`src/rtl/mmio_uart_tx.sv`:
```
// ---------------------------------------------------------------------------
// mmio_uart_tx
//
// Memory-mapped UART transmitter. It sits on the single-cycle core's data bus
// next to the data memory. Stores to the DATA register queue bytes into a
// small TX FIFO. A serializer drains the FIFO as 8N1 frames on the tx pin.
// Loads from the STATUS register return line and FIFO state.
//
// Register map:
//   BASE_ADDR     DATA    write: push datain[7:0]; read: 0
//   BASE_ADDR+4   STATUS  read : {24'b0, count[3:0], overflow, empty, full, busy}
//                         write: datain[3]=1 clears overflow
//
// Ports:
//   clk      in   1   system clock, rising edge
//   reset    in   1   synchronous active-high reset
//   WriteEn  in   1   core store strobe
//   address  in  32   core data address
//   datain   in  32   core store data
//   dataout  out 32   read data for the decoded register, 0 when not selected
//   sel      out  1   combinational hit on DATA or STATUS
//   tx       out  1   serial line, idles high
// ---------------------------------------------------------------------------
module mmio_uart_tx #(
    parameter logic [31:0] BASE_ADDR    = 32'h0000_1000,
    parameter int          CLKS_PER_BIT = 16,
    parameter int          FIFO_DEPTH   = 4
) (
    input  logic        clk,
    input  logic        reset,
    input  logic        WriteEn,
    input  logic [31:0] address,
    input  logic [31:0] datain,
    output logic [31:0] dataout,
    output logic        sel,
    output logic        tx
);

    localparam int PTR_W  = (FIFO_DEPTH > 1) ? $clog2(FIFO_DEPTH) : 1;
    localparam int CNT_W  = PTR_W + 1;
    localparam int BAUD_W = (CLKS_PER_BIT > 1) ? $clog2(CLKS_PER_BIT) : 1;

    localparam logic [31:0] STATUS_ADDR = BASE_ADDR + 32'd4;

    typedef enum logic [1:0] {
        S_IDLE,
        S_START,
        S_DATA,
        S_STOP
    } txState_t;

    // FIFO storage and bookkeeping
    logic [7:0]        r_mem [FIFO_DEPTH];
    logic [PTR_W-1:0]  r_wrPtr;
    logic [PTR_W-1:0]  r_rdPtr;
    logic [CNT_W-1:0]  r_count;
    logic              r_overflow;

    // Serializer state
    txState_t          r_state;
    logic [BAUD_W-1:0] r_baud;
    logic [2:0]        r_bitIdx;
    logic [7:0]        r_shift;
    logic              r_tx;

    // Decode and handshake wires
    logic              w_hitData;
    logic              w_hitStatus;
    logic              w_dataWr;
    logic              w_statusWr;
    logic              w_empty;
    logic              w_full;
    logic              w_busy;
    logic              w_baudDone;
    logic              w_pop;
    logic              w_push;
    logic [7:0]        w_head;
    logic [3:0]        w_count4;
    logic [31:0]       w_status;
    logic              w_unusedDatain;

    // Full 32-bit address compare; anything outside the two registers is
    // invisible to this block.
    assign w_hitData   = (address == BASE_ADDR);
    assign w_hitStatus = (address == STATUS_ADDR);
    assign w_dataWr    = WriteEn && w_hitData;
    assign w_statusWr  = WriteEn && w_hitStatus;

    assign w_empty    = (r_count == '0);
    assign w_full     = (r_count == CNT_W'(FIFO_DEPTH));
    assign w_busy     = (r_state != S_IDLE);
    assign w_baudDone = (r_baud == BAUD_W'(CLKS_PER_BIT - 1));
    assign w_head     = r_mem[r_rdPtr];

    // The serializer takes a byte either when it is sitting idle or at the
    // last cycle of a stop bit, which is what lets frames run back-to-back.
    assign w_pop = !w_empty &&
                   ((r_state == S_IDLE) || ((r_state == S_STOP) && w_baudDone));

    // A store to a full FIFO still fits if the head leaves on the same edge.
    assign w_push = w_dataWr && (!w_full || w_pop);

    assign w_count4 = 4'(r_count);
    assign w_status = {24'd0, w_count4, r_overflow, w_empty, w_full, w_busy};

    // Only the low byte and bit 3 of store data mean anything here.
    assign w_unusedDatain = ^datain[31:8];

    // Combinational read port: STATUS returns the status word, DATA and
    // unmapped addresses return zero. Reads never change state.
    always_comb begin
        dataout = 32'd0;
        sel     = w_hitData || w_hitStatus;
        if (w_hitStatus) begin
            dataout = w_status;
        end
    end

    assign tx = r_tx;

    // FIFO pointers, occupancy and the sticky overflow flag. Pointers are
    // PTR_W bits wide so they wrap on their own for a power-of-two depth.
    // A store that cannot be accepted is dropped and flagged.
    always_ff @(posedge clk) begin
        if (reset) begin
            r_wrPtr    <= '0;
            r_rdPtr    <= '0;
            r_count    <= '0;
            r_overflow <= 1'b0;
        end else begin
            if (w_push) begin
                r_mem[r_wrPtr] <= datain[7:0];
                r_wrPtr        <= r_wrPtr + 1'b1;
            end
            if (w_pop) begin
                r_rdPtr <= r_rdPtr + 1'b1;
            end
            case ({w_push, w_pop})
                2'b10:   r_count <= r_count + 1'b1;
                2'b01:   r_count <= r_count - 1'b1;
                default: r_count <= r_count;
            endcase
            if (w_dataWr && !w_push) begin
                r_overflow <= 1'b1;
            end else if (w_statusWr && datain[3]) begin
                r_overflow <= 1'b0;
            end
        end
    end

    // Frame serializer. Each of START, the eight DATA bits and STOP lasts
    // CLKS_PER_BIT cycles as timed by r_baud. The line value is registered
    // and updated on the same edge as the state change, so tx always
    // matches the state the FSM has just entered. In DATA the next line
    // value is r_shift[1] because the shift happens on that same edge.
    always_ff @(posedge clk) begin
        if (reset) begin
            r_state  <= S_IDLE;
            r_baud   <= '0;
            r_bitIdx <= '0;
            r_shift  <= '0;
            r_tx     <= 1'b1;
        end else begin
            case (r_state)
                S_IDLE: begin
                    r_tx <= 1'b1;
                    if (w_pop) begin
                        r_shift <= w_head;
                        r_baud  <= '0;
                        r_state <= S_START;
                        r_tx    <= 1'b0;
                    end
                end
                S_START: begin
                    if (w_baudDone) begin
                        r_baud   <= '0;
                        r_bitIdx <= '0;
                        r_state  <= S_DATA;
                        r_tx     <= r_shift[0];
                    end else begin
                        r_baud <= r_baud + 1'b1;
                    end
                end
                S_DATA: begin
                    if (w_baudDone) begin
                        r_baud <= '0;
                        if (r_bitIdx == 3'd7) begin
                            r_state <= S_STOP;
                            r_tx    <= 1'b1;
                        end else begin
                            r_shift  <= {1'b0, r_shift[7:1]};
                            r_bitIdx <= r_bitIdx + 3'd1;
                            r_tx     <= r_shift[1];
                        end
                    end else begin
                        r_baud <= r_baud + 1'b1;
                    end
                end
                S_STOP: begin
                    if (w_baudDone) begin
                        r_baud <= '0;
                        if (w_pop) begin
                            r_shift <= w_head;
                            r_state <= S_START;
                            r_tx    <= 1'b0;
                        end else begin
                            r_state <= S_IDLE;
                            r_tx    <= 1'b1;
                        end
                    end else begin
                        r_baud <= r_baud + 1'b1;
                    end
                end
                default: begin
                    r_state <= S_IDLE;
                    r_tx    <= 1'b1;
                end
            endcase
        end
    end

endmodule

```
`config.mk`:
```
export PLATFORM = sky130hd
export DESIGN_NAME = mmio_uart_tx
export DESIGN_NICKNAME = d
export VERILOG_FILES = /design/src/rtl/mmio_uart_tx.sv
export SDC_FILE = /design/constraint.sdc
export NUM_CORES = 1
export LEC_CHECK = 0
export CORE_ASPECT_RATIO = 2
export CORE_UTILIZATION = 35
export DETAILED_ROUTE_END_ITERATION = 12
export SLEW_MARGIN = 20
export SYNTH_ARGS = -nofsm -noshare
export SYNTH_HDL_FRONTEND = slang
export SYNTH_SLANG_ARGS = --single-unit
```
`constraint.sdc`:
```
create_clock -name clk -period 4.2 [get_ports clk]
set_clock_uncertainty 0.1 [all_clocks]
set_input_delay 1.05 -clock clk [delete_from_list [all_inputs] [get_ports clk]]
set_output_delay 1.05 -clock clk [all_outputs]
set_load 0.01 [all_outputs]
```
== Word-level counts from Yosys, hierarchy flattened ==
Memory sizes are Yosys's and may differ from the RTL's. A register that Yosys moved wholly into a read port is not among the register bits.
Cells that the tools add are included.
Storage, ports and cells
  register bits after elaboration: 26
  RAM bits: 32
  input port bits: 67
  output and inout port bits: 34
  logic and storage cells: 91
  memories: 1
Memory list
  r_mem: words 4, bits a word 8, read ports 1, clocked after memory_dff 1, write ports 1, line 53  | logic [7:0] r_mem [FIFO_DEPTH];
Operators by class
  add/sub/neg operators: 6
  equality and inequality tests: 16
  mux-type cells: 34
  reductions and logical operators: 25
Operators by type and width (number)
  equality test 32 x 13 -> 1 bit, second input constant: 2
  2-to-1 mux 8 bit: 4
  one-hot mux 8 bit (3 select lines): 1
  2-to-1 mux 2 bit: 7
  inequality test 2 bit, second input constant: 6
  one-hot mux 3 bit (2 select lines): 2
  2-to-1 mux 1 bit: 11
  2-to-1 mux 3 bit: 3
  2-to-1 mux 4 bit: 2
  one-hot mux 2 bit (4 select lines): 1
  one-hot mux 4 bit (2 select lines): 1
  AND reduction 4 bit: 2
  nonzero test 2 bit: 4
  logical AND 1 bit: 7
  2-to-1 mux 7 bit: 1
  adder 3 x 1 -> 3 bit, second input constant: 2
  equality test 2 bit, second input constant: 3
  equality test 3 bit, second input constant: 2
  AND reduction 5 bit: 1
  adder 2 x 1 -> 2 bit, second input constant: 2
  adder 4 x 1 -> 4 bit, second input constant: 1
  equality test 2 x 1 -> 1 bit, second input constant: 2
  equality test 4 bit, second input constant: 1
  one-hot mux 1 bit (4 select lines): 1
  other kinds (8): 12

== Longest topological paths before layout ==
Gate-level depths: netlist (run 1).
  depth in word-level cells: 9
  mapped depth: 10
  depth with buffers taken out: 10

== Least setup slack after synthesis (run 1) ==
OpenSTA, ideal clock, no wires.
  path kind: in2out
  start: in address[13]
  end: out dataout[1]
  data arrival time: 2255 ps
  required time: 3050 ps
  slack: 795 ps
  stages: 5
  buffers on the path: 0
  cell sequence: nor4b_1 nand4_1 nor2_1 and3_1 and2_1
On the way
  longest elaborated chain between the ends: 2
Ends and longest elaborated chain
  from (decl): line 32  | input logic [31:0] address,
  equality test 32 x 13 -> 1 bit: line 85  | assign w_hitStatus = (address == STATUS_ADDR);
  2-to-1 mux 7 bit: line 114  | if (w_hitStatus) begin
  to (decl): line 34  | output logic [31:0] dataout,
Every way passes these cells.

== Worst setup path in the final report (run 1) ==
  start: in address[1]
  end: out dataout[3]
The elaborated chain is that of the path after synthesis.

==> out/qor_table.md, run 1 <==
| Item | Reported |
|:---|:---|
| Antenna diodes | 0 |
| Clock network latency to the later pin of the worst-skew pair | 0.32 ns |
| Hold crit path type | reg2reg |
| Met1 track utilization from global routing | 14.8% |
| Hold slack | 0.364 ns |
| Fillcell total | 795 |
| Pin slew with the least headroom to its limit | 0.714 ns |
| Min setup slack post-route | 0.123 ns |
| Unique masters post-synth | 43 |
| Max-Cap Viols | 0 |
| Xor and xnor area share after synthesis | 0.894% |
| Number of setup violations in the final report | 0 |
| Minimum period implied by the final worst setup slack | 4.08 ns |
| Area overhead of the layout relative to synthesis | 29.6% |
| Sequential area share after synthesis | 51.8% |
| Multiplexer area fraction after synthesis | 10.1% |
| Multi-input gate area | 1260 um2 |
| Result of the run | finished clean |
| Worst Path Required | 3.05 ns |
| Post-synthesis compound-gate area fraction | 8.13% |
| CTS clock-pin slew for the worst setup and hold paths | 0.05 ns |
| Full die area | 8790 um2 |
| Vias in the first global route | 2121 |
| Sequential cell area in the final layout | 1520 um2 |
| Total number of nets in the final design | 402 |
| Worst ir drop on vdd | 359 uV |
| Number of buffers on the longest clock path | 2 |
| Number of clock sinks seen by CTS | 60 |
| Starting DRT DRC Count | 54 |
| Library cell used as clock root buffer | clkbuf_16 |
| Prevailing post-synth register cell | edfxtp_1 |
| Number of enable flip-flop cells after synthesis | 32 |
| Most utilized layer in the global route result | met2 |
| Power Density | 555 nW/um2 |
| Syn Inst Count | 260 |
| Largest fanout on the critical path | 3 |
| Post-synthesis share of cell area spent on full adders, half adders and majority gates | 6.22% |
| Mapped Avg Cell Area | 11.3 um2 |
| Yosys warning total | 0 |
| First-pass GRT wire length | 9.85 mm |
| Async set-or-reset flop fraction in the synthesized netlist | 0% |
| Via density per instance | 4.87 |
| Number of buffers created by CTS | 9 |
| Total congestion overflow after global routing | 0 |
| Die span in y | 132 um |
| Timing-limited maximum frequency | 245 MHz |
| Routed length per instance | 13.8 um |
| Critical path startpoint category | input port |
| Area fraction in and, or, nand and nor cells after synthesis | 13.8% |
| Hpwl dp | 4.45 mm |
| Global Route met2 Usage | 27.6% |
| Final weighted congestion of routability-driven global placement | 0.809 |
| Std-Cell Core Area | 8230 um2 |
| H-tree Lvls | 3 |
| P_leak | 1.45 nW |
| Worst setup timing slack at the placement stage | -0.0486 ns |
| Die boundary width | 66.8 um |
| Largest net degree at the start of global routing | 32 |
| Kind of critical path | in2out |
| Final clock period utilization by the worst path | 97.1% |
| Slew Limit Headroom | 52.4% |
| Port buffer count | 51 |
| First drt pass iteration count | 4 |
| Most common cell after layout, fill and taps aside | clkdlybuf4s50_1 |
| Hold violation total from the final report | 0 |
| Arrival time reported for the critical path endpoint | 2.93 ns |
| #FFs+latches synth | 60 |
| Number of nets with antenna violations after routing | 0 |
| Pins Over Slew Limit | 0 |
| CTS tree | done |
| Synth Cell Area | 2940 um2 |
| Met3 GRT Util | 2.43% |
| Commonest non-fill, non-tap cells in the layout | 48 x clkdlybuf4s50_1, 32 x edfxtp_1, 30 x nor2_1, 28 x dfxtp_1, 25 x conb_1 |
| Antenna violations before repair | 0 |
| Number of top-level pins | 101 |
| Starting Density | 35.7% |
| Tot GR Track Use | 15.2% |
| Routed wire length | 5.83 mm |
| Detailed-route via count | 2065 |
| Std cell rows | 47 |
| Endpoint kind of the worst setup timing path | output pin |
| # DRC | 0 |
| Dominant combinational cell family by area after synthesis | simple AND/OR/NAND/NOR gates |
| Share of post-route cells with drive strength above 1 | 12.6% |
==> what timing repair did <==
item | in CTS | in global routing
gates resized for setup | 1 | 5
setup endpoints to repair | 3 | 7
hold buffers | 0 | 0
setup buffers | 0 | 2
pin swaps | 1 | 3
==> worst max-delay path: stages <==
cell and delay [ns]:
clkdlybuf4s50_1 0.40, nor4_1 0.30, nand4_1 0.19, nor2_2 0.18, buf_4 0.13, and3_1 0.14, clkdlybuf4s50_1 0.54
==> through the flow <==
| step | instances | utilization, % | instance area [um2] | TNS, ns | total power [mW] |
|---|---|---|---|---|---|
| 3_5_place_dp | 406 | 42.4 | 3490 | -0.0769 | 1.47 |
| 4_1_cts | 422 | 45.9 | 3770 | 0 | 2.14 |
| 5_1_grt | 424 | 46.3 | 3810 | -0.00806 | 2.27 |
| 2_1_floorplan | 284 | - | 3030 | 0 | 1.31 |
| 6_report | 424 | 46.3 | 3810 | 0 | 2.12 |
| 3_3_place_gp | 406 | 42.4 | 3490 | -0.0965 | 1.46 |
==> final cells by class <==
class | count | share of cell area, %
flip-flops and latches | 60 | 39.9
repair buffers | 61 | 15.6
multi-input cells | 180 | 33.1
clock buffers | 9 | 5.91
well taps | 98 | 3.22
inverters | 9 | 0.887
clock inverters | 7 | 1.38
==> flip-flops by register name, indices dropped and copies added, names as in the netlist, 2 cells and up, named ones only <==
signal,cells
r_mem,32
r_shift,8
r_baud,4
r_bitIdx,3
r_count,3
r_rdPtr,2
r_state,2
r_wrPtr,2
==> synth_stat cells (3+ instances only) <==
cell type	count	area, um2
a21oi_1	13	65.1
buf_1	3	11.3
nor3_1	6	30.0
nor2_1	31	116
nor4_1	6	37.5
a211oi_1	8	60.1
nand3_1	6	30.0
ha_1	13	163
mux2i_1	8	80.1
a22oi_1	3	22.5
and3_1	5	31.3
nor2b_1	3	18.8
clkbuf_1	5	18.8
inv_1	9	33.8
o21ai_0	7	35.0
and2_1	6	37.5
buf_4	25	188
edfxtp_1	32	961
nand2_1	8	30.0
dfxtp_1	28	561
mux4_2	8	180
==> power by group <==
| group | switching [mW] | total [mW] | internal, mW |
|---|---|---|---|
| sequential | 0.0832 | 0.785 | 0.702 |
| clock | 0.260 | 0.661 | 0.401 |
| combinational | 0.359 | 0.670 | 0.311 |
==> cell families after synthesis <==
family / count (synthesis)
AND/OR/NAND/NOR: 81
flip-flops: 60
buffers and inverters: 44
AO/OA/AOI/OAI: 38
multiplexers: 19
adder cells (fa/ha/maj): 14
XOR/XNOR: 3
other: 1
==> per-layer routing <==
metal  vias to the layer above  wire [um]  share of wire, %
met3                        20        124               2.1
met2                        54       3430                59
met4                         0        220               3.8
li1                       1018          -                 -
met5                         -          0                 0
met1                       973       2060                35
==> path summary, 6_finish.rpt <==
path                      startpoint               endpoint  slack (ns)  depth (start not counted)
min reg2reg          tx$_SDFFE_PP1P_        tx$_SDFFE_PP1P_        0.36                          1
min                  tx$_SDFFE_PP1P_        tx$_SDFFE_PP1P_        0.36                          1
max reg2reg  r_state[1]$_SDFFE_PP0P_  r_mem[0][4]$_DFFE_PP_        1.35                          7
max                       address[1]             dataout[3]        0.12                          7
Power figures use the tool's default switching activity.
==> run 2, diff against run 1 <==
==> constraint.sdc (replaced) <==
create_clock -name clk -period 4.2 [get_ports clk]
set_clock_uncertainty 0.1 [all_clocks]
set_input_delay 1.05 -clock clk [delete_from_list [all_inputs] [get_ports clk]]
set_output_delay 1.05 -clock clk [all_outputs]
set_load 0.05 [all_outputs]
==> out/qor_table.md, run 2 (synthesis gave the netlist of run 1 again) <==
| Item | Reported | Change |
|:---|:---|:---|
| Vias in the first global route | 2152 | +1.5% |
| Minimum period implied by the final worst setup slack | 3.97 ns | -0.105 ns |
| Number of buffers on the longest clock path | 2 | unchanged |
| Number of top-level pins | 101 | unchanged |
| Max-Cap Viols | 0 | unchanged |
| Tot GR Track Use | 15.8% | +0.63 points |
| Arrival time reported for the critical path endpoint | 2.82 ns | -0.11 ns |
| Number of buffers added for setup after CTS | 0 | unchanged |
| Routed wire length | 5.93 mm | +1.6% |
| Regs by FF count | r_mem (32), r_shift (8), r_baud (4) |  |
| Final weighted congestion of routability-driven global placement | 0.755 | -6.6% |
| Final TNS setup | 0 ns | unchanged |
| Area overhead of the layout relative to synthesis | 30.8% |  |
| Power Density | 581 nW/um2 | +4.6% |
| Slew Limit Headroom | 52.0% | -0.40 points |
| Via density per instance | 4.90 | +0.64% |
| Kind of critical path | in2out |  |
| Pins Over Slew Limit | 0 | unchanged |
| Final clock period utilization by the worst path | 94.6% | -2.5 points |
| Critical path startpoint category | input port |  |
| Category of cells accounting for the largest share of critical-path delay | simple AND/OR/NAND/NOR gates |  |
| Total congestion overflow after global routing | 0 | unchanged |
| CTS tree | done |  |
| Share of the core filled with cells | 46.7% | +0.43 points |
| Result of the run | finished clean |  |
| H-tree Lvls | 3 | unchanged |
| Pin slew with the least headroom to its limit | 0.720 ns | +0.00593 ns |
| Hold slack | 0.359 ns | -0.00472 ns |
| Antenna violations before repair | 0 | unchanged |
| Top register by number of flip-flops | r_mem |  |
| Largest net degree at the start of global routing | 32 | unchanged |
| Port buffer count | 51 | unchanged |
| Bufs and invs on worst path | 2 | -1 |
| Worst ir drop on vdd | 344 uV | -4.1% |
| Number of buffers created by CTS | 9 | unchanged |
| Number of clock sinks seen by CTS | 60 | unchanged |
| Share of post-route cells with drive strength above 1 | 12.5% | -0.038 points |
| Critical Path, Cell by Cell | clkdlybuf4s50_1 > nor4_1 > nand4_1 > nor2_4 > and3_1 > and2_1 > buf_12 |  |
| Number of setup violations in the final report | 0 | unchanged |
| P_leak | 1.41 nW | -2.9% |
| Routed length per instance | 14.2 um | +3.3% |
| Starting DRT DRC Count | 85 | +57% |
| Library cell used as clock root buffer | clkbuf_16 |  |
| Hpwl dp | 4.56 mm | +2.6% |
| Setup repair after global routing missed its margin | no |  |
| Number of nets with antenna violations after routing | 0 | unchanged |
| Delay of the slowest cell on the worst path | 0.39 ns | -0.15 ns |
| Std cell rows | 47 | unchanged |
| First drt pass iteration count | 4 | unchanged |
| Most common cell after layout, fill and taps aside | clkdlybuf4s50_1 |  |
| Number of buffers inserted for hold repair after clock tree synthesis | 0 | unchanged |
| Hold crit path type | reg2reg |  |
| Worst Path Required | 3.05 ns | about the same |
| Die span in y | 132 um | unchanged |
| CTS clock-pin slew for the worst setup and hold paths | 0.05 ns | about the same |
| Hold violation total from the final report | 0 | unchanged |
| Post-cts resize count | 0 | -1 |
| Largest fanout on the critical path | 7 | +4 |
| Full die area | 8790 um2 | unchanged |
| Die boundary width | 66.8 um | unchanged |
| # DRC | 0 | unchanged |
| Max FFs per register | 32 | unchanged |
| Endpoint kind of the worst setup timing path | output pin |  |
| Timing-limited maximum frequency | 252 MHz | +2.6% |
| Starting Density | 35.7% | unchanged |
| Antenna diodes | 0 | unchanged |
| Slowest-stage cell, CP | clkdlybuf4s50_1 |  |
| Commonest non-fill, non-tap cells in the layout | 43 x clkdlybuf4s50_1, 32 x edfxtp_1, 30 x nor2_1, 28 x dfxtp_1, 25 x conb_1 |  |
| First-pass GRT wire length | 10.2 mm | +3.1% |
| Design Power | 2.23 mW | +5.5% |
| Clock network latency to the later pin of the worst-skew pair | 0.32 ns | about the same |
| Total number of nets in the final design | 395 | -1.7% |
| Std-Cell Core Area | 8230 um2 | unchanged |
| Detailed-route via count | 2044 | -1.0% |
[run 2: final timing paths]
| kind | start | to | slack [ns] | depth (start not counted) |
|---|---|---|---|---|
| worst max register to register | r_baud[0]$_SDFFE_PP0N_ | r_mem[0][4]$_DFFE_PP_ | 1.41 | 6 |
| worst min register to register | r_bitIdx[2]$_SDFFE_PP0P_ | r_bitIdx[2]$_SDFFE_PP0P_ | 0.36 | 2 |
| worst min-delay path | r_bitIdx[2]$_SDFFE_PP0P_ | r_bitIdx[2]$_SDFFE_PP0P_ | 0.36 | 2 |
| worst max-delay path | address[17] | dataout[1] | 0.23 | 7 |
[run 2: through the flow]
step / cells / instance area (um2) / setup slack [ns]
global placement: 401 / 3540 / 0.203
floorplan: 284 / 3040 / 0.121
detailed placement: 401 / 3540 / 0.170
CTS: 417 / 3840 / 0.171
global route: 417 / 3840 / 0.0431
finish: 417 / 3840 / 0.229
[run 2: cell type report]
type / count / area [um2]
Clock inverter: 7 / 75.1
Inverter: 9 / 33.8
Timing Repair Buffer: 54 / 613
Multi-Input combinational cell: 180 / 1250
Fill cell: 765 / 4390
Sequential cell: 60 / 1520
Tap cell: 98 / 123
Clock buffer: 9 / 225
[run 2: metal layers]
| metal | global-route usage (%) | wire, um |
|---|---|---|
| met1 | 15.2 | 2050 |
| met2 | 29.1 | 3520 |
| met3 | 3.56 | 159 |
| met4 | 8.75 | 192 |
| met5 | 0 | 0 |
[run 2: worst min-delay path, delay by kind of cell (launching register included)]
family	cells	cell delay (ns)
AND/OR/NAND/NOR	1	0.05
flip-flops	1	0.31
AO/OA/AOI/OAI	1	0.05
[run 2: power breakdown]
group | leakage (nW) | internal, mW | switching (mW)
logic | 0.741 | 0.311 | 0.410
registers | 0.516 | 0.702 | 0.0860
clock network | 0.150 | 0.461 | 0.263
total | 1.41 | 1.47 | 0.759
==> run 3, diff against run 2 <==
--- a/config.mk
+++ b/config.mk
@@ -6,6 +6,7 @@
 export NUM_CORES = 1
 export LEC_CHECK = 0
 export CORE_ASPECT_RATIO = 2
+export CORE_MARGIN = 3
 export CORE_UTILIZATION = 35
 export DETAILED_ROUTE_END_ITERATION = 12
 export SLEW_MARGIN = 20
==> out/qor_table.md, run 3 (synthesis gave the netlist of run 1 again) <==
| Item | Reported | Change |
|:---|:---|:---|
| Largest fanout on the critical path | 7 | unchanged |
| Share of post-route cells with drive strength above 1 | 11.3% | -1.2 points |
| CTS tree | done |  |
| Multi-input gate area | 1250 um2 | unchanged |
| Final weighted congestion of routability-driven global placement | 0.784 | +3.9% |
| Detailed-route via count | 1997 | -2.3% |
| Most common cell after layout, fill and taps aside | clkdlybuf4s50_1 |  |
| Hpwl dp | 4.80 mm | +5.2% |
| Sequential cell area in the final layout | 1520 um2 | unchanged |
| Starting DRT DRC Count | 68 | -20% |
| First drt pass iteration count | 4 | unchanged |
| Minimum period implied by the final worst setup slack | 3.95 ns | -0.0237 ns |
| Number of top-level pins | 101 | unchanged |
| Slew Limit Headroom | 51.1% | -0.91 points |
| Reg2reg end | r_mem[3][7]$_DFFE_PP_ |  |
| Number of setup violations in the final report | 0 | unchanged |
| Flop-to-flop setup slack | 1.26 ns | -0.15 ns |
| Result of the run | finished clean |  |
| Start point of the critical path | address[17] |  |
| Worst Path Required | 3.05 ns | about the same |
| WHS Path Cells | 2 | unchanged |
| P_leak | 1.40 nW | -0.45% |
| Post-cts resize count | 0 | unchanged |
| Fillcell total | 757 | -1.0% |
| # DRC | 0 | unchanged |
| Full die area | 9600 um2 | +9.2% |
| Number of nets with antenna violations after routing | 0 | unchanged |
| Cells on worst reg2reg path | 7 | +1 |
| Power Density | 587 nW/um2 | +1.1% |
| Std-Cell Core Area | 8060 um2 | -2.1% |
| Die span in y | 136 um | +3.0% |
| Endpoint kind of the worst setup timing path | output pin |  |
| Number of clock sinks seen by CTS | 60 | unchanged |
| Antenna diodes | 0 | unchanged |
| Die boundary width | 70.8 um | +6.0% |
| Number of buffers created by CTS | 9 | unchanged |
| Timing-limited maximum frequency | 253 MHz | +0.60% |
| Hold violation total from the final report | 0 | unchanged |
| Kind of critical path | in2out |  |
| Worst ir drop on vdd | 324 uV | -5.7% |
| Antenna violations before repair | 0 | unchanged |
| Number of buffers on the longest clock path | 2 | unchanged |
| Source of the worst register-to-register timing path | r_state[1]$_SDFFE_PP0P_ |  |
| Routed wire length | 6.13 mm | +3.5% |
| H-tree Lvls | 3 | unchanged |
| Setup repair after global routing missed its margin | no |  |
| Hold crit path type | reg2reg |  |
| Worst min-delay path startpoint | r_bitIdx[2]$_SDFFE_PP0P_ |  |
| First-pass GRT wire length | 10.1 mm | -1.0% |
| Total number of nets in the final design | 394 | -0.25% |
| Max FFs per register | 32 | unchanged |
| Critical path startpoint category | input port |  |
| Largest net degree at the start of global routing | 32 | unchanged |
| Library cell used as clock root buffer | clkbuf_16 |  |
| Pin slew with the least headroom to its limit | 0.734 ns | +0.0136 ns |
| Max-Cap Viols | 0 | unchanged |
| Std cell rows | 46 | -2.1% |
| Top register by number of flip-flops | r_mem |  |
| Arrival time reported for the critical path endpoint | 2.80 ns | -0.02 ns |
| DP Area | 3530 um2 | -0.28% |
| Regs by FF count | r_mem (32), r_shift (8), r_baud (4) |  |
| Final TNS setup | 0 ns | unchanged |
| CTS clock-pin slew for the worst setup and hold paths | 0.05 ns | about the same |
| Port buffer count | 51 | unchanged |
| Hold Path End | r_bitIdx[2]$_SDFFE_PP0P_ |  |
| Vias in the first global route | 2037 | -5.3% |
| Pins Over Slew Limit | 0 | unchanged |
| Summed area of non-filler cells in the final layout | 3840 um2 | about the same |
| Number of buffers added for setup after CTS | 0 | unchanged |
| Clock network latency to the later pin of the worst-skew pair | 0.32 ns | about the same |
| Via density per instance | 4.82 | -1.6% |
| Routed length per instance | 14.8 um | +4.2% |
| Total congestion overflow after global routing | 0 | unchanged |
| Commonest non-fill, non-tap cells in the layout | 43 x clkdlybuf4s50_1, 32 x edfxtp_1, 30 x nor2_1, 28 x dfxtp_1, 25 x conb_1 |  |
| Area overhead of the layout relative to synthesis | 30.8% | about the same |
| Number of buffers inserted for hold repair after clock tree synthesis | 0 | unchanged |
| Final clock period utilization by the worst path | 94.0% | -0.56 points |
| Tot GR Track Use | 14.0% | -1.9 points |
| Starting Density | 36.5% | +0.78 points |
## run 3: critical path, cell delays in order
cell and delay (ns):
clkdlybuf4s50_1 0.40, nor4_1 0.31, nand4_1 0.22, nor2_4 0.22, and3_1 0.25, and2_1 0.19, buf_12 0.15
## run 3: worst max-delay path by stage
stage	end	cells past startpoint
final	dataout[1]	7
after global routing	dataout[1]	7
after floorplan	dataout[1]	5
after global placement	dataout[1]	7
after CTS	dataout[1]	7
after detailed placement	dataout[1]	7
## run 3: per-stage QoR
step	worst slack (ns)	power, mW	cells	util, %	hold WS [ns]
after floorplan	0.121	1.36	284	-	0.336
after global placement	0.225	1.51	398	43.9	0.345
after detailed placement	0.164	1.52	398	43.9	0.363
after CTS	0.168	2.29	414	47.7	0.370
after global routing	0.0154	2.42	414	47.7	0.403
final	0.252	2.26	414	47.7	0.361
## run 3: where the power goes
part | internal [mW] | switching [mW]
Sequential | 0.702 | 0.0870
Combinational | 0.311 | 0.404
Clock | 0.513 | 0.239
Total | 1.53 | 0.730
## run 3: metal layers
metal	vias up	GRT usage, %	wire length [um]
met4	0	7.01	125
met5	-	0	0
met1	948	13.2	2140
met3	11	3.79	200
li1	1001	-	-
met2	37	26.6	3660
## run 3: layout make-up
| class | instances | area share, % |
|---|---|---|
| Clock buffer | 10 | 5.96 |
| Inverter | 9 | 0.879 |
| Sequential cell | 60 | 39.6 |
| Clock inverter | 6 | 2.08 |
| Tap cell | 96 | 3.12 |
| Timing Repair Buffer | 53 | 15.8 |
| Multi-Input combinational cell | 180 | 32.6 |
==> edit (config.mk and constraints of run 3) <==
The parameter `CLKS_PER_BIT` goes from 16 to 32.
--- a/src/rtl/mmio_uart_tx.sv
+++ b/src/rtl/mmio_uart_tx.sv
@@ -24,5 +24,5 @@
 module mmio_uart_tx #(
     parameter logic [31:0] BASE_ADDR    = 32'h0000_1000,
-    parameter int          CLKS_PER_BIT = 16,
+    parameter int          CLKS_PER_BIT = 32,
     parameter int          FIFO_DEPTH   = 4
 ) (
Check against the original RTL: no difference found for any inputs over 10 cycles, from zero or initial values and one cycle with reset high; that may be too few to reach the edited logic, so the function may still have changed.
==> edit against run 3 <==
- utilization down 1.6 points
- count of clock-buffer cells in the layout stayed put
- hold slack gained 0.0063 ns
- routed wire length up 12%
- area after synthesis is 12% higher
- global-route usage grew 0.45 points
- final area increased by 8.9%
- setup slack lost 0.030 ns
- sequential cell count increased by 1
- critical endpoint is now dataout[0]
- largest cell class is now multi-input gates
Power is not compared: it rests on default switching activity, and its combinational part moved more than twofold at a synthesized area within 25%.
==> edit: results (changes against run 3) <==
| Group | Item | Reported | Change |
|---|---|---|---|
| layout | Ratio of cells with drive above 1 in the final layout | 15.9% | +4.6 points |
| setup path | Largest stage delay on the critical path | 0.45 ns | +0.05 ns |
| setup path | Critical path data arrival time | 2.83 ns | +0.03 ns |
| global route | Total track usage | 14.4% | +0.45 points |
| yosys | Multiplexer fraction of the synthesized cell area | 9.18% | -0.95 points |
| yosys | Post-Syn Area per Cell | 11.9 sq um | +5.7% |
| cts | # Post-CTS Setup Buffers | 0 | unchanged |
| run status | Run status | complete, no violations |  |
| routing | DRT iter0 DRCs | 66 | -2.9% |
| yosys | Adder-cell area share of the yosys netlist | 6.30% | +0.082 points |
| placement | Area after DPL | 3920 sq um | +11% |
| setup path | Gate family responsible for the most delay along the worst path | buffers and inverters |  |
| global route | Met3 Usage GRT | 2.75% | -1.0 points |
| yosys | Most common library cells after synthesis | edfxtp_1 (32), dfxtp_1 (29), buf_4 (27) |  |
| yosys | Largest cells by area after synthesis | edfxtp_1 (29%), dfxtp_1 (18%), buf_4 (6.1%), ha_1 (5.7%), mux4_2 (5.5%) |  |
| global route | Met2 routing resource usage after global routing | 27.6% | +1.0 points |
| setup path | Critical path fanouts, max | 8 | +1 |
| global route | Global-route wire length before repair | 11.3 mm | +13% |
| routing | Number of vias per cell after detailed routing | 5.12 | +6.1% |
| yosys | Number of unique standard cell types used by synthesis | 51 | +19% |
| global route | Via count of the first global-routing pass | 2347 | +15% |
| timing | Least-Margin Pin Slew | 0.836 ns | +0.102 ns |
| yosys | Synth Area in Compound Gates | 8.80% | +0.67 points |
| layout | Final Non-Filler Cells | 441 | +6.5% |
| global route | Global routing met1 resource utilization | 13.6% | +0.38 points |
| yosys | Sequential element share of the synthesized area | 46.7% | -5.0 points |
| placement | Post-placement cell count | 425 | +6.8% |
| layout | Layout net count | 417 | +5.8% |
| yosys | Post-synthesis xor/xnor area fraction | 1.06% | +0.17 points |
| routing | Average wire per cell in the routed design | 15.5 microns | +4.9% |
| placement | Gpl congestion | 0.766 | -2.3% |
| yosys | Async set-reset flop share out of synthesis | 0% | unchanged |
-- edit: metrics by stage --
stage / hold slack (ns) / setup WS [ns] / utilization [%]
2_1_floorplan: 0.343 / -0.0419 / -
3_3_place_gp: 0.354 / 0.198 / 43.2
3_5_place_dp: 0.362 / 0.193 / 43.2
4_1_cts: 0.369 / 0.191 / 46.1
5_1_grt: 0.392 / 0.0821 / 46.1
6_report: 0.367 / 0.223 / 46.1
-- edit: worst reg2reg max path: cells and delay by family, from the launching register on --
kind                       cells  cell delay, ns
DFF                            1            0.36
buffers and inverters          2            0.23
AOI/OAI and AO/OA              2            0.28
and+or+nand+nor                3            0.72
adders and majority gates      4            1.18
xor gates and xnor gates       1            0.17
-- edit: final cells by class --
| cell class | count | area (sq um) |
|---|---|---|
| clock inverter | 6 | 40.0 |
| inverter | 10 | 37.5 |
| multi-input combinational | 193 | 1560 |
| tap | 102 | 128 |
| clock buffer | 10 | 229 |
| fill | 840 | 4890 |
| timing repair buffer | 59 | 651 |
| sequential | 61 | 1540 |
-- edit: kinds of logic after synthesis --
kind of cell,Yosys count
buffers and inverters,46
flip-flops,61
other,1
AND/OR/NAND/NOR,85
AO/OA/AOI/OAI,43
multiplexers,20
XOR/XNOR,4
adder cells (fa/ha/maj),16
-- edit: final timing paths --
check               end       start  slack (ns)  cells past startpoint
min          r_shift[7]  r_shift[7]        0.37                      2
max          dataout[0]  address[7]        0.22                      7
max reg2reg  r_count[2]   r_baud[0]        1.10                     12
min reg2reg  r_shift[7]  r_shift[7]        0.37                      2
-- edit: per-layer routing --
layer,vias up,share of wire (%)
met5,-,0
met3,10,2.8
li1,1089,-
met1,1112,34
met2,47,60
met4,0,2.6
-- edit: where the power goes --
group / internal [uW] / total [uW] / leakage (uW) / switching [uW]
registers: 635 / 642 / 0.000521 / 7.30
logic: 91.1 / 240 / 0.000819 / 149
clock network: 396 / 658 / 0.000122 / 262
